--- src/rtl/wiv_pmp_unit.sv ---
`default_nettype none
// ============================================================================
//  Module   : wiv_pmp_unit
//  Purpose  : Physical memory protection unit. Holds NUM_ENTRIES
//             pmpcfg/pmpaddr CSR pairs with WARL and lock behaviour and
//             checks fetch/load/store accesses through a registered
//             valid/ready request/response port.
//  Revision : 1.0 - initial release
// ============================================================================
module wiv_pmp_unit #(
    parameter int NUM_ENTRIES = 8,
    parameter int PADDR_W     = 56
) (
    input  logic        clk,
    input  logic        rst,
    input  logic        csr_we,
    input  logic [11:0] csr_addr,
    input  logic [63:0] csr_wdata,
    output logic [63:0] csr_rdata,
    output logic        csr_hit,
    input  logic        req_valid,
    output logic        req_ready,
    input  logic [63:0] req_addr,
    input  logic [1:0]  req_size,
    input  logic [1:0]  req_type,
    input  logic        req_priv_m,
    output logic        rsp_valid,
    input  logic        rsp_ready,
    output logic        rsp_fault
);

    // pmpaddr holds physical address bits [PADDR_W-1:2]
    localparam int c_AW = PADDR_W - 2;
    localparam logic [c_AW-1:0] c_AW_ONE = {{(c_AW-1){1'b0}}, 1'b1};

    typedef enum logic [1:0] {
        PMP_OFF   = 2'd0,
        PMP_TOR   = 2'd1,
        PMP_NA4   = 2'd2,
        PMP_NAPOT = 2'd3
    } pmp_cfg_mode_t;

    typedef enum logic [1:0] {
        PMP_REQ_EXEC  = 2'd0,
        PMP_REQ_READ  = 2'd1,
        PMP_REQ_WRITE = 2'd2
    } pmp_req_type_t;

    typedef struct packed {
        logic          l;
        logic [1:0]    rsv;
        pmp_cfg_mode_t a;
        logic          x;
        logic          w;
        logic          r;
    } pmp_cfg_t;

    pmp_cfg_t          r_cfg  [NUM_ENTRIES];
    logic [c_AW-1:0]   r_addr [NUM_ENTRIES];
    logic              r_rsp_valid;
    logic              r_rsp_fault;

    pmp_cfg_t               w_cfg_new [NUM_ENTRIES];
    logic [NUM_ENTRIES-1:0] w_cfg_we;
    logic [NUM_ENTRIES-1:0] w_addr_we;
    logic [NUM_ENTRIES-1:0] w_tor_lock;
    logic [NUM_ENTRIES-1:0] w_tor_lock_above;
    logic [NUM_ENTRIES-1:0] w_match_first;
    logic [NUM_ENTRIES-1:0] w_match_last;
    logic                   w_sel_cfg0;
    logic                   w_sel_cfg2;
    logic                   w_sel_addr;
    logic [PADDR_W-1:0]     w_first;
    logic [PADDR_W-1:0]     w_last;
    logic [2:0]             w_len_m1;
    logic                   w_wrap;
    logic                   w_hit;
    logic                   w_both;
    logic                   w_perm;
    logic                   w_fault;
    pmp_cfg_t               w_sel;
    logic                   w_accept;
    logic                   w_unused;

    // ------------------------------------------------------------------
    // CSR address decode
    // ------------------------------------------------------------------
    assign w_sel_cfg0 = (csr_addr == 12'h3A0);
    assign w_sel_cfg2 = (csr_addr == 12'h3A2) && (NUM_ENTRIES > 8);
    assign w_sel_addr = (csr_addr[11:4] == 8'h3B) && (int'(csr_addr[3:0]) < NUM_ENTRIES);
    assign csr_hit    = w_sel_cfg0 | w_sel_cfg2 | w_sel_addr;

    // Entry i+1 locked as TOR also freezes pmpaddr i (its lower bound)
    always_comb begin
        for (int i = 0; i < NUM_ENTRIES; i++) begin
            w_tor_lock[i] = r_cfg[i].l && (r_cfg[i].a == PMP_TOR);
        end
    end
    assign w_tor_lock_above = w_tor_lock >> 1;

    // WARL-legalised cfg bytes and per-entry write enables honouring locks
    always_comb begin
        for (int i = 0; i < NUM_ENTRIES; i++) begin
            w_cfg_new[i]     = pmp_cfg_t'(csr_wdata[8*(i%8) +: 8]);
            w_cfg_new[i].rsv = 2'b00;
            if (!w_cfg_new[i].r) begin
                w_cfg_new[i].w = 1'b0;
            end
            w_cfg_we[i]  = csr_we && !r_cfg[i].l && ((i < 8) ? w_sel_cfg0 : w_sel_cfg2);
            w_addr_we[i] = csr_we && w_sel_addr && (csr_addr[3:0] == 4'(i))
                           && !r_cfg[i].l && !w_tor_lock_above[i];
        end
    end

    // CSR storage; reset clears every entry including locked ones
    always_ff @(posedge clk) begin
        if (rst) begin
            for (int i = 0; i < NUM_ENTRIES; i++) begin
                r_cfg[i]  <= '0;
                r_addr[i] <= '0;
            end
        end else begin
            for (int i = 0; i < NUM_ENTRIES; i++) begin
                if (w_cfg_we[i]) begin
                    r_cfg[i] <= w_cfg_new[i];
                end
                if (w_addr_we[i]) begin
                    r_addr[i] <= csr_wdata[c_AW-1:0];
                end
            end
        end
    end

    // Combinational CSR read; unimplemented bytes and slots read zero
    always_comb begin
        csr_rdata = '0;
        for (int i = 0; i < NUM_ENTRIES; i++) begin
            if ((i < 8 && w_sel_cfg0) || (i >= 8 && w_sel_cfg2)) begin
                csr_rdata[8*(i%8) +: 8] = r_cfg[i];
            end
            if (w_sel_addr && (csr_addr[3:0] == 4'(i))) begin
                csr_rdata[c_AW-1:0] = r_addr[i];
            end
        end
    end

    // ------------------------------------------------------------------
    // Access span: first and last byte, wrapping modulo 2^PADDR_W
    // ------------------------------------------------------------------
    assign w_len_m1 = {req_size == 2'd3, req_size[1], req_size != 2'd0};
    assign w_first  = req_addr[PADDR_W-1:0];
    assign w_last   = w_first + {{(PADDR_W-3){1'b0}}, w_len_m1};
    assign w_wrap   = (w_last < w_first);

    // Per-entry address match of both ends of the access
    for (genvar gi = 0; gi < NUM_ENTRIES; gi++) begin : g_match
        logic [PADDR_W-1:0] w_lo;
        logic [PADDR_W-1:0] w_top;
        logic [c_AW-1:0]    w_mask;
        logic               w_tor_f;
        logic               w_tor_l;

        if (gi == 0) begin : g_lo_zero
            assign w_lo = '0;
        end else begin : g_lo_prev
            assign w_lo = {r_addr[gi-1], 2'b00};
        end

        assign w_top  = {r_addr[gi], 2'b00};
        // Ones above the trailing-ones run of pmpaddr: the NAPOT compare mask
        assign w_mask = ~(r_addr[gi] ^ (r_addr[gi] + c_AW_ONE));

        assign w_tor_f = (w_lo < w_top) && (w_first >= w_lo) && (w_first < w_top);
        assign w_tor_l = (w_lo < w_top) && (w_last  >= w_lo) && (w_last  < w_top);

        assign w_match_first[gi] =
            (r_cfg[gi].a == PMP_TOR)   ? w_tor_f :
            (r_cfg[gi].a == PMP_NA4)   ? (w_first[PADDR_W-1:2] == r_addr[gi]) :
            (r_cfg[gi].a == PMP_NAPOT) ? (((w_first[PADDR_W-1:2] ^ r_addr[gi]) & w_mask) == '0) :
                                         1'b0;
        assign w_match_last[gi] =
            (r_cfg[gi].a == PMP_TOR)   ? w_tor_l :
            (r_cfg[gi].a == PMP_NA4)   ? (w_last[PADDR_W-1:2] == r_addr[gi]) :
            (r_cfg[gi].a == PMP_NAPOT) ? (((w_last[PADDR_W-1:2] ^ r_addr[gi]) & w_mask) == '0) :
                                         1'b0;
    end

    // Lowest-index matching entry decides; partial or wrapped match faults
    always_comb begin
        w_hit  = 1'b0;
        w_both = 1'b0;
        w_sel  = '0;
        w_perm = 1'b0;
        for (int i = NUM_ENTRIES - 1; i >= 0; i--) begin
            if (w_match_first[i] || w_match_last[i]) begin
                w_hit  = 1'b1;
                w_both = w_match_first[i] && w_match_last[i];
                w_sel  = r_cfg[i];
            end
        end
        case (pmp_req_type_t'(req_type))
            PMP_REQ_EXEC:  w_perm = w_sel.x;
            PMP_REQ_READ:  w_perm = w_sel.r;
            PMP_REQ_WRITE: w_perm = w_sel.w;
            default:       w_perm = 1'b0;
        endcase
        if (!w_hit) begin
            w_fault = !req_priv_m;
        end else if (w_wrap || !w_both) begin
            w_fault = 1'b1;
        end else if (!w_sel.l && req_priv_m) begin
            w_fault = 1'b0;
        end else begin
            w_fault = !w_perm;
        end
    end

    // ------------------------------------------------------------------
    // Response register with valid/ready handshake
    // ------------------------------------------------------------------
    assign req_ready = !r_rsp_valid || rsp_ready;
    assign w_accept  = req_valid && req_ready;

    // Load on accept, drop when consumed, hold under back-pressure
    always_ff @(posedge clk) begin
        if (rst) begin
            r_rsp_valid <= 1'b0;
            r_rsp_fault <= 1'b0;
        end else if (w_accept) begin
            r_rsp_valid <= 1'b1;
            r_rsp_fault <= w_fault;
        end else if (rsp_ready) begin
            r_rsp_valid <= 1'b0;
        end
    end

    assign rsp_valid = r_rsp_valid;
    assign rsp_fault = r_rsp_fault;

    // Address bits above the physical width take no part in checking
    assign w_unused = ^req_addr[63:PADDR_W];

endmodule
`default_nettype wire

--- config.mk ---
export PLATFORM = sky130hd
export DESIGN_NAME = wiv_pmp_unit
export DESIGN_NICKNAME = d
export VERILOG_FILES = /design/src/rtl/wiv_pmp_unit.sv
export SDC_FILE = /design/constraint.sdc
export NUM_CORES = 2
export LEC_CHECK = 0
export CAP_MARGIN = 30
export CORE_AREA = 2 2 465 467
export CTS_BUF_LIST = sky130_fd_sc_hd__clkbuf_2
export CTS_CLUSTER_DIAMETER = 120
export DETAILED_ROUTE_END_ITERATION = 10
export DIE_AREA = 0 0 467 469
export DONT_BUFFER_PORTS = 1
export PLACE_DENSITY = 0.55
export SLEW_MARGIN = 5
export SYNTH_ARGS = -nofsm -noshare
export SYNTH_HDL_FRONTEND = slang
export SYNTH_SLANG_ARGS = --single-unit
--- constraint.sdc ---
create_clock -name clk -period 13.7 [get_ports clk]
set_clock_uncertainty 0.15 [all_clocks]
set_input_delay 0.685 -clock clk [delete_from_list [all_inputs] [get_ports clk]]
set_output_delay 0.685 -clock clk [all_outputs]
set_load 0.03 [all_outputs]
Word level (Yosys, flattened, before mapping)
Memory sizes are Yosys's and may differ from the RTL's.
Index checks and enable logic that the tools add are counted.

cells by class
  add/sub/neg operators = 9
  order comparisons = 42
  equality and inequality tests = 52
  multiplexer cells = 168
  bitwise logic cells = 65
  reductions and logical operators = 148

operators with widths
  operator                                                                               count
  56-bit less-than comparator                                                            24
  54-bit XOR                                                                             24
  54-bit AND                                                                             16
  54-bit equality test                                                                   16
  54-bit zero test                                                                       16
  54-bit two-way mux                                                                     16
  56-bit greater-or-equal comparator                                                     14
  54-bit by 1-bit adder with 54-bit output (second input constant)                       8
  54-bit inverter                                                                        8
  8-bit two-way mux                                                                      16
  1-bit two-way mux                                                                      127
  56-bit by 1-bit greater-or-equal comparator with 1-bit output (second input constant)  2
  1-bit logical AND                                                                      98
  56-bit by 3-bit adder with 56-bit output                                               1
  1-bit by 56-bit less-than comparator with 1-bit output (first input constant)          1
  6-bit two-way mux                                                                      8
  2-bit equality test (second input constant)                                            18
  1-bit zero test                                                                        20
  2-bit by 1-bit equality test with 1-bit output (second input constant)                 9
  1-bit bitwise OR                                                                       17
  4-bit by 3-bit equality test with 1-bit output (second input constant)                 4
  12-bit by 10-bit equality test with 1-bit output (second input constant)               1
  1-bit logical OR                                                                       10
  4-bit by 2-bit equality test with 1-bit output (second input constant)                 2
  7 further kinds                                                                        8

word-level totals
  register bits = 2
  RAM bits = 480
  bits of input ports = 150
  output and inout port bits = 68
  word-level logic and storage cells = 488
  memories kept = 2

memory list
  memory  words  width  read ports  clocked after memory_dff  write ports  line  RTL
  r_addr  8      54     8           0                         8            59    logic [c_AW-1:0] r_addr [NUM_ENTRIES];
  r_cfg   8      6      8           0                         8            58    pmp_cfg_t r_cfg [NUM_ENTRIES];

Depth between registers and ports, before layout
An unclocked memory read counts as a cell.

  depth in word-level cells = 23
  gate-level depth with buffers = 34
  gate-level depth less buffers = 33

Worst setup path before layout
No wires, ideal clock.

  kind = input to register
  start point = input port req_size[1]
  end point = register r_rsp_fault, in the netlist rsp_fault
  data arrival time = 6.781 ns
  setup slack = 6.630 ns
  stages on the path = 32
  buffers on the path = 0
  path through = or2_2 -> ha_1 -> inv_1 -> fa_1 -> inv_1 -> a21oi_1 -> nor2_1 -> nand2_1 -> nor3_1 -> and2_1 -> nand2_1 -> nor2_1 -> nand2_1 -> nor2_1 -> nand2_1 -> nor3_1 -> ha_1 -> inv_1 -> ha_1 -> nand3_1 -> nor3_1 -> a221o_1 -> or4_1 -> a21oi_1 -> a211oi_1 -> nor4_1 -> and3_1 -> o211ai_1 -> a21boi_1 -> o2111ai_1 -> a221oi_1 -> a2111oi_2

between the ends
  longest elaborated chain between the ends = 22
  elaborated cells between the ends (all ways) = 141

ends and longest elaborated chain
  item                                                                         line  RTL
  start, declared                                                              24    input logic [1:0] req_size,
  2-bit equality test / 2-bit nonzero test (equally long branches)             150   assign w_len_m1 = {req_size == 2'd3, req_size[1], req_size != 2'd0};
  56-bit by 3-bit adder with 56-bit output (*)                                 152   assign w_last = w_first + {{(PADDR_W-3){1'b0}}, w_len_m1};
  branches (longest 19 deep; another with 56-bit greater-or-equal comparator)  -
  1-bit two-way mux (*)                                                        207   if (!w_hit) begin
  end signal, assigned                                                         231   r_rsp_fault <= w_fault;
  end, declared                                                                61    logic r_rsp_fault;

Mark *: on every way between the ends.
A chain may end at the register's enable or synchronous reset.

Final worst setup path
Same ends and word-level chain as after synthesis.

==> flow_summary_export.csv <==
group,metric,value,unit
pwr,vdd_ir_drop_max,0.0000666,V
place,dp_cells,10420,
critical_path,setup_crit_path_kind,"input port to flip-flop",
run_status,run_status,"finished clean",
sta,final_hold_viol_count,0,
sta,timing.hold.ws,0.146,ns
floorplanning,design.die.area,219000,um2
place,buffer_ports.inserted,0,
clocking,cts_max_path_buffers,3,
sta,setup_violations,0,
pwr,power.leakage,29.7,nW
clocking,clock_latency,1.66,ns
critical_path,timing.critical_path.required,15.18,ns
clocking,cts_tree,"built",
sta,timing_worst_slew_pin_value,1.35,ns
synth,syn_avg_cell_area,8.38,um2
synth,synth.largest_area_cell,"ha_1",
sta,max_freq,108,MHz
critical_path,critical_path.max_stage_delay,0.77,ns
floorplanning,floorplan.core_area,214000,um2
floorplanning,boundaryPins,218,
worst_hold_path,hold_path.class,"input port to flip-flop",
critical_path,slowest_stage,"nor3_1",
sta,rsz0062_at_grt,"no",
floorplanning,die_x,467,um
critical_path,critPathCaptureType,"flip-flop",
floorplanning,initial_utilization,29.8,%
sta,fin_tns_setup,0,ns
critical_path,crit_path_max_fanout,10,
sta,final-max-slew-violation-count,0,
global_routing,grt_antenna_before_repair,48,
sta,slew_headroom,10.1,%
routing,drt.antenna.violating_nets,0,
final_layout,final_nets,9340,
clocking,cts.root.buffer_cell,"clkbuf_2",
critical_path,critical_path.most_common_cell,"nand2_1",
synth,asyncSetResetFlopFracSynth,0,%
sta,final_min_period_over_clock_period,67.6,%
synth,synth_ff_type,"edfxtp_1",
critical_path,start_kind,"input port",
global_routing,first_pass_grt_wire_length,584,mm
routing,via_per_inst,6.50,
routing,drc_errors,0,
final_layout,final-seq-area,14500,um2
clocking,cts_inserted_buffers,137,
routing,average_routed_wire_per_standard_cell,41.2,um
routing,routed-via-count,70337,
worst_hold_path,worstHoldStart,"csr_we",
sta,finalCriticalPeriod,9.26,ns
global_routing,grt_start_max_net_pins,98,
clocking,numClockSinks,482,
critical_path,worstSetupStartpoint,"req_size[1]",
flow_run,max_cap_viol_count,0,
critical_path,rr_startpoint,"r_addr[0][108]",
final_layout,final_cells,10823,
synth,synth.distinct_cells,103,
global_routing,gr-usage-all-layers,39.4,%
synth,synth_area_leaders,"ha_1 26%, edfxtp_1 23%, a21oi_1 4.9%",
final_layout,area_overhead_of_the_layout_relative_to_synthesis,11.3,%
synth,synth.top_cell.area_share,26.1,%
clocking,htree_num_levels,4,
pwr,finalPower,4.91,mW
synth,synth_cells,7607,
clocking,worst_setup_hold_path_clk_slew,0.11,ns
floorplanning,die_h,469,um
global_routing,overflow,0,
routing,firstDrtPassIters,8,
routing,detailedRoute.firstIterationViolations,8641,
pwr,power.density,69.2,nW/um2
global_routing,first_global_vias,68272,
synth,syn_area,63800,um2
synth,ys_seq_elements,482,
place,hpwlAfterDp,373,mm
synth,synth-warning-count,0,
synth,synth_seq_area_share,22.7,%
floorplanning,floorplan.rows,170,
final_layout,layout-drive-gt1-share,6.91,%
place,place.gp.congestion,1.07,
final_layout,multi_input_area,46200,um2
final_layout,nFillCells,22770,
synth,synth_enable_flop_cells,480,
routing,drt_wl_total,446,mm
critical_path,worst_ep_arrival_time,10.73,ns
where the power goes:
group / internal (mW) / switching, mW / total (mW) / leakage (nW)
Sequential: 1.69 / 0.179 / 1.87 / 4.89
Clock: 0.518 / 0.746 / 1.26 / 0.975
Combinational: 0.596 / 1.18 / 1.78 / 23.9
stage by stage:
stage	worst slack (ns)	area [um2]	utilization [%]
floorplan	6.63	63800	-
global placement	4.12	67900	31.8
detailed placement	3.95	68200	31.9
CTS	4.68	70900	33.2
global route	4.26	70900	33.2
finish	4.44	71000	33.2
path summary, 6_finish.rpt:
path / end / slack [ns] / cells after the start
worst min-delay path: r_cfg[0][22] / 0.15 / 4
worst min register to register: r_cfg[1][12] / 0.68 / 1
worst max register to register: rsp_fault / 5.73 / 17
worst max-delay path: rsp_fault / 4.44 / 35
cell usage in the layout, fill, tap and decap left out, drive strengths merged, types with 38 or more instances in the layout:
cell type and n:
a21oi 620, o21ai 252, ha 1331, nand2 421, nor2b 47, and3 118, inv 627, clkbuf 187
edfxtp 480, nor2 734, o221ai 38, or4 59, a41oi 70, buf 214, clkinv 41, nand2b 90
a21o 177, and2 70, a22oi 39, nand3 236, and4 101, nor3 219, dlygate4sd3 128, o22ai 81
nor4 211, mux2i 53, o211ai 67, nand4 313, a211oi 87, a31oi 244, a221oi 82
cell usage after synthesis (18+ instances only):
| library cell | count |
|---|---|
| a221oi_1 | 82 |
| a41oi_1 | 70 |
| a21oi_1 | 620 |
| nand2b_1 | 90 |
| nor2b_1 | 47 |
| clkbuf_1 | 201 |
| nand4_1 | 309 |
| and2_1 | 64 |
| a211oi_1 | 87 |
| and3_1 | 117 |
| nor3_1 | 215 |
| or3_1 | 36 |
| nand3_1 | 234 |
| a31oi_1 | 244 |
| or4_1 | 59 |
| edfxtp_1 | 480 |
| nor2_1 | 733 |
| mux2i_1 | 53 |
| a222oi_1 | 24 |
| o211ai_1 | 67 |
| o21ai_0 | 251 |
| o21a_1 | 36 |
| o2111ai_1 | 23 |
| and4_1 | 100 |
| xor2_1 | 23 |
| nor4_1 | 200 |
| o31ai_1 | 24 |
| inv_1 | 622 |
| o21bai_1 | 19 |
| a22oi_1 | 39 |
| o221ai_1 | 37 |
| nand2_1 | 421 |
| xnor2_1 | 36 |
| mux4_2 | 18 |
| a2111oi_0 | 31 |
| o22ai_1 | 80 |
| a21o_1 | 177 |
| ha_1 | 1331 |
cells by family (layout without fill, tap and decap cells):
group / after synthesis / in the layout / synth area share [%]
compound gates: 2063 / 2063 / 21.2
xor+xnor: 59 / 59 / 0.810
fa+ha+maj: 1332 / 1332 / 26.1
buf+inv: 863 / 1210 / 5.17
flops: 482 / 482 / 22.7
mux: 74 / 74 / 1.52
other cells: 1 / 32 / 0.00588
simple gates: 2733 / 2733 / 22.4
registers in the layout, summed over array words and instances, names as in the netlist:
name / count
rsp_valid: 1
r_addr: 432
r_cfg: 48
rsp_fault: 1
final cells by class:
cell class,count,share of cell area [%]
Clock buffer,182,1.28
Clock inverter,55,0.629
Sequential cell,482,20.4
Timing Repair Buffer,349,4.20
Multi-Input combinational cell,6264,65.1
Antenna cell,29,0.102
Tap cell,2838,5.00
Inverter,624,3.30
worst max-delay path: cells and delay by family:
kind | cells | cell delay, ns
AO/OA/AOI/OAI | 9 | 2.60
AND/OR/NAND/NOR | 16 | 4.05
buffers and inverters | 6 | 2.18
adder cells (fa/ha/maj) | 4 | 1.17
timing repair:
item	CTS	global route
hold buffers	130	0
gates resized for setup	0	0
setup buffers	0	0
endpoints found under the hold margin	900	0
layer usage:
layer | vias to the layer above | routed length [um] | global-route usage, %
met5 | - | 121 | 0
li1 | 30272 | - | -
met4 | 14 | 45500 | 34.2
met2 | 3920 | 199000 | 62.8
met1 | 35132 | 169000 | 46.0
met3 | 999 | 32900 | 6.31
No activity file was read; power rests on OpenSTA's default activity.
